**config.mk**
```make
export PLATFORM = sky130hd
export DESIGN_NAME = coin_button_conditioner
export DESIGN_NICKNAME = d
export VERILOG_FILES = /design/src/rtl/coin_button_conditioner.sv
export SDC_FILE = /design/constraint.sdc
export NUM_CORES = 1
export LEC_CHECK = 0
export ABC_CLOCK_PERIOD_IN_PS = 2200
export CAP_MARGIN = 40
export CORE_UTILIZATION = 52
export CTS_BUF_LIST = sky130_fd_sc_hd__clkbuf_4 sky130_fd_sc_hd__clkbuf_8 sky130_fd_sc_hd__clkbuf_16
export DETAILED_ROUTE_END_ITERATION = 16
export PLACE_DENSITY = 0.77
export SETUP_SLACK_MARGIN = 0.1
export SLEW_MARGIN = 5
export SYNTH_ARGS = -nofsm -noshare
export SYNTH_HDL_FRONTEND = slang
export SYNTH_SLANG_ARGS = --single-unit
```
**constraint.sdc**
```tcl
create_clock -name clk -period 2.2 [get_ports clk]
set_input_delay 0.44 -clock clk [delete_from_list [all_inputs] [get_ports clk]]
set_output_delay 0.44 -clock clk [all_outputs]
set_load 0.05 [all_outputs]
```
**src/rtl/coin_button_conditioner.sv**
```systemverilog
// Coin/selection button front end: sync, debounce, rising-edge pulse,
// one-hot arbitration and a post-pulse hold-off window.
module coin_button_conditioner #(
  parameter int DEBOUNCE_CYCLES = 4,
  parameter int HOLDOFF_CYCLES  = 2,
  parameter int CNT_W = $clog2(DEBOUNCE_CYCLES + 1)
) (
  input  logic       clk,
  input  logic       reset,
  input  logic       btn1_raw,
  input  logic       btn2_raw,
  input  logic       btn3_raw,
  output logic       btn1_pulse,
  output logic       btn2_pulse,
  output logic       btn3_pulse,
  output logic [2:0] btn_stable,
  output logic       busy,
  output logic [7:0] press_count
);

  localparam int HW = (HOLDOFF_CYCLES > 0) ?
    $clog2(HOLDOFF_CYCLES + 1) : 1;
  localparam logic [CNT_W-1:0] CNT_LAST =
    CNT_W'(DEBOUNCE_CYCLES - 1);
  localparam logic [HW-1:0] HOLD_INIT = HW'(HOLDOFF_CYCLES);

  typedef enum logic {
    IDLE = 1'b0,
    HOLD = 1'b1
  } state_t;

  logic [2:0]       sync1;
  logic [2:0]       sync2;
  logic [2:0]       stable;
  logic [2:0]       stable_d;
  logic [CNT_W-1:0] cnt [3];
  logic [2:0]       rise;
  logic [2:0]       win;

  state_t           state_q;
  state_t           state_d;
  logic [HW-1:0]    hold_q;
  logic [HW-1:0]    hold_d;
  logic [2:0]       pulse_q;
  logic [2:0]       pulse_d;
  logic [7:0]       press_q;
  logic [7:0]       press_d;

  // Two-flop synchroniser for the asynchronous raw buttons.
  always_ff @(posedge clk or posedge reset) begin
    if (reset) begin
      sync1 <= '0;
      sync2 <= '0;
    end else begin
      sync1 <= {btn3_raw, btn2_raw, btn1_raw};
      sync2 <= sync1;
    end
  end

  // Accept a new level only after a full run of differing samples.
  always_ff @(posedge clk or posedge reset) begin
    if (reset) begin
      stable   <= '0;
      stable_d <= '0;
      for (int i = 0; i < 3; i++) cnt[i] <= '0;
    end else begin
      stable_d <= stable;
      for (int i = 0; i < 3; i++) begin
        if (sync2[i] == stable[i]) begin
          cnt[i] <= '0;
        end else if (cnt[i] == CNT_LAST) begin
          stable[i] <= sync2[i];
          cnt[i]    <= '0;
        end else begin
          cnt[i] <= cnt[i] + CNT_W'(1);
        end
      end
    end
  end

  assign rise = stable & ~stable_d;

  // Fixed priority: btn1 over btn2 over btn3; losers are dropped.
  always_comb begin
    win = 3'b000;
    if (rise[0])      win = 3'b001;
    else if (rise[1]) win = 3'b010;
    else if (rise[2]) win = 3'b100;
  end

  // Pulse/hold-off state register and diagnostic counter.
  always_ff @(posedge clk or posedge reset) begin
    if (reset) begin
      state_q <= IDLE;
      hold_q  <= '0;
      pulse_q <= '0;
      press_q <= '0;
    end else begin
      state_q <= state_d;
      hold_q  <= hold_d;
      pulse_q <= pulse_d;
      press_q <= press_d;
    end
  end

  // Next state: emit one pulse, then ignore rises for the hold-off.
  always_comb begin
    state_d = state_q;
    hold_d  = hold_q;
    pulse_d = 3'b000;
    press_d = press_q;
    unique case (state_q)
      IDLE: begin
        if (|rise) begin
          pulse_d = win;
          if (press_q != 8'hFF) press_d = press_q + 8'd1;
          if (HOLDOFF_CYCLES > 0) begin
            hold_d  = HOLD_INIT;
            state_d = HOLD;
          end
        end
      end
      HOLD: begin
        hold_d = hold_q - HW'(1);
        if (hold_q == HW'(1)) state_d = IDLE;
      end
      default: state_d = IDLE;
    endcase
  end

  assign btn1_pulse  = pulse_q[0];
  assign btn2_pulse  = pulse_q[1];
  assign btn3_pulse  = pulse_q[2];
  assign btn_stable  = stable;
  assign press_count = press_q;
  assign busy        = (|pulse_q) | (state_q == HOLD);

endmodule

```
==> flow_summary.yaml, run 1 <==
logic_synthesis:
  ys.flop_type: "dfrtp_1"
  synth_fp_nets: 109
  yosysTopAreaCell: "dfrtp_1"
  ys_seq_elements: 35
  synthTopCellsByArea: "dfrtp_1 64%, ha_1 4.6%, mux2_2 3.3%"
  ys_warn_count: 0
  synth-edff-count: 0
  yosys-top-cells-count: "35 x dfrtp_1, 7 x nor2b_1, 6 x a21oi_1, 5 x ha_1"
  synth_area_per_cell_um2: 13.9
  postSynthCellCount: 99
  yosysMostFrequentCell: "dfrtp_1"
  ys_types: 31
  yosysTopAreaCellShare_pct: 63.8
  synth_area_um2: 1370
  synth-seq-area-share_pct: 63.8
  async_reset_ff_share_pct: 100
sta:
  finalWorstPathRequiredPeriod_ns: 2.04
  fin_skew_ns: 0.00988
  relSlewSlack_pct: 66.4
  setup_viol: 0
  fin_ws_ns: 0.156
  min_period_over_period_pct: 92.9
  slew_violations: 0
  setup_tns_ns: 0
  max_freq_mhz: 489
  final_hold_viol_count: 0
  rsz0062_at_grt: "false"
  max_slew.worst_pin.slew_ns: 0.502
floorplanning:
  die_y_um: 53.4
  chipWidth_um: 53.4
  die-area_um2: 2850
  initial_core_util_pct: 55.4
  boundaryPins: 20
  fp-row-count: 18
  core_um2: 2480
hold_path:
  holdPathStages: 0
  min_path_type: "flip-flop to flip-flop"
worst_setup_path:
  critPathLaunchType: "flip-flop"
  path_cells: "clkdlybuf4s50_1"
  r2r_cells: 5
  cp.required_ns: 1.76
  critical_path_class: "flip-flop to output port"
  endpoint_kind: "output port"
  slowest_delay_ns: 0.84
  cp_max_fo: 5
  path_delay_family: "buffers and inverters"
  slowest_stage: "clkdlybuf4s50_1"
  cp_num_buf_inv: 1
  crit_arrival_ns: 1.60
  cp_num_cells: 1
global_routing:
  grt_pass1_wl_mm: 3.55
  track_usage_pct: 18.9
  antenna_found_initial: 0
  met2_usage_pct: 28.7
  grt_pass1_vias: 777
  busiest_layer: "met2"
  grtUsageMet1_pct: 22.9
  overflow: 0
  grt_use_met3_pct: 8.05
  grt_max_degree: 36
pwr:
  p_leak_nw: 0.751
  power_density_nw_per_um2: 1390
  peakVddDrop_v: 0.000998
final_layout:
  area_growth_pct: 19.3
  fin_nets: 134
  utilization_pct: 66.1
  diodes: 0
  seqCellArea_um2: 876
  drive_gt1_share_pct: 14.6
  nFillCells: 191
  multi_input_area_um2: 470
clock_tree:
  ctsHoldBuffers: 0
  root_buffer: "clkbuf_4"
  cts.reportedPaths.clkPinSlew_ns: 0.10
  cts_resized: 0
  h-tree-depth: 2
  cts.sinks: 35
  cts_buffers: 5
  cts_tree: "yes"
  cts_setup_buffers: 0
  cts_buffer_depth: 2
  clock_latency_ns: 0.33
detailed_routing:
  postRouteAntennaNets: 0
  routed_wirelength_mm: 2.04
  drt_pass1_iterations: 4
  vias: 807
  drt-wirelength-per-cell_um: 13.3
  route.detailed.drc: 0
  vias_per_cell: 5.27
  first_iter_violations: 10
place:
  numPortBuffers: 19
  gp_congestion: 0.766
  dp_hpwl_mm: 1.47
  dpl_worst_slack_ns: 0.508
flow_run:
  drv_cap: 0
run_status:
  status: "finished clean"
==> cell usage in the layout, fill, tap and decap left out <==
master,synthesis,routed
nand2_1,1,1
inv_1,3,3
a31oi_4,1,1
xnor2_1,4,4
a31oi_1,2,2
nand4_1,2,2
buf_4,0,2
nand2b_1,2,2
mux2i_1,1,1
nor3_1,4,4
and3_4,1,1
and4b_1,1,1
dfrtp_1,35,35
nor2b_1,7,7
nor3b_1,4,4
or4_1,1,1
mux2_1,1,1
and2_4,1,1
and2_1,1,1
nand2b_2,1,1
clkdlybuf4s50_1,0,17
a21oi_1,6,6
nand3_1,1,1
nor4b_1,1,1
mux2_4,1,1
nand3_2,1,1
nor2_1,2,2
ha_1,5,5
and3_1,2,2
clkbuf_4,0,6
mux2_2,4,4
xor2_1,1,1
dlymetal6s2s_1,0,1
==> sequential cells by signal (all words and copies together) (netlist names) <==
signal / flops
sync1: 3
hold_q: 2
btn_stable: 3
state_q: 1
cnt: 9
stable_d: 3
sync2: 3
press_count: 8
pulse_q: 3
==> layout make-up <==
| cell class | instances | share of cell area (%) |
|---|---|---|
| Clock buffer | 6 | 2.75 |
| Inverter | 3 | 0.688 |
| Multi-Input combinational cell | 59 | 28.7 |
| Sequential cell | 35 | 53.5 |
| Tap cell | 30 | 2.29 |
| Timing Repair Buffer | 20 | 12.1 |
==> metal layers <==
metal  up-vias  wire length (µm)
met2        19               963
li1        390                 -
met3         5               106
met1       393               921
met4         0                50
met5         -                 0
==> final timing paths <==
| kind | startpoint | endpoint | slack, ns |
|---|---|---|---|
| max | btn_stable[2] | btn_stable[2] | 0.16 |
| min | sync1[1] | sync2[1] | 0.34 |
| max reg2reg | press_count[0] | press_count[1] | 0.67 |
| min reg2reg | sync1[1] | sync2[1] | 0.34 |
| max in group asynchronous | reset | pulse_q[1] | 1.40 |
| min in group asynchronous | reset | sync2[1] | 0.49 |
==> kinds of logic after synthesis <==
| kind of cell | count (synthesis) | synth area share [%] |
|---|---|---|
| DFF | 35 | 63.8 |
| muxes | 7 | 5.92 |
| and+or+nand+nor | 33 | 16.0 |
| AOI/OAI and AO/OA | 9 | 4.65 |
| xor gates and xnor gates | 5 | 3.19 |
| adders and majority gates | 5 | 4.56 |
| buffers and inverters | 5 | 1.91 |
==> metrics by stage <==
stage	cell area, µm²	total power, mW	hold slack [ns]	std cells
final	1640	2.28	0.344	153
after global routing	1640	2.45	0.373	153
after CTS	1640	2.31	0.349	153
after detailed placement	1590	1.99	0.336	147
after global placement	1590	1.96	0.336	147
after floorplan	1370	1.72	0.331	99
==> report_power, final <==
group,internal [mW],switching (mW),total [mW]
sequential,0.832,0.157,0.989
clock,0.126,0.183,0.309
combinational,0.397,0.586,0.983
Note: power is estimated with default switching activity, not from simulation.
==> inputs of run 2 (changes only) <==
--- a/config.mk
+++ b/config.mk
@@ -12,6 +12,7 @@
 export DETAILED_ROUTE_END_ITERATION = 16
 export PLACE_DENSITY = 0.77
 export SETUP_SLACK_MARGIN = 0.1
+export SKIP_CTS_REPAIR_TIMING = 1
 export SLEW_MARGIN = 5
 export SYNTH_ARGS = -nofsm -noshare
 export SYNTH_HDL_FRONTEND = slang
==> results of run 2 <==
Final layout, timing and power as in run 1 (identical DEF).
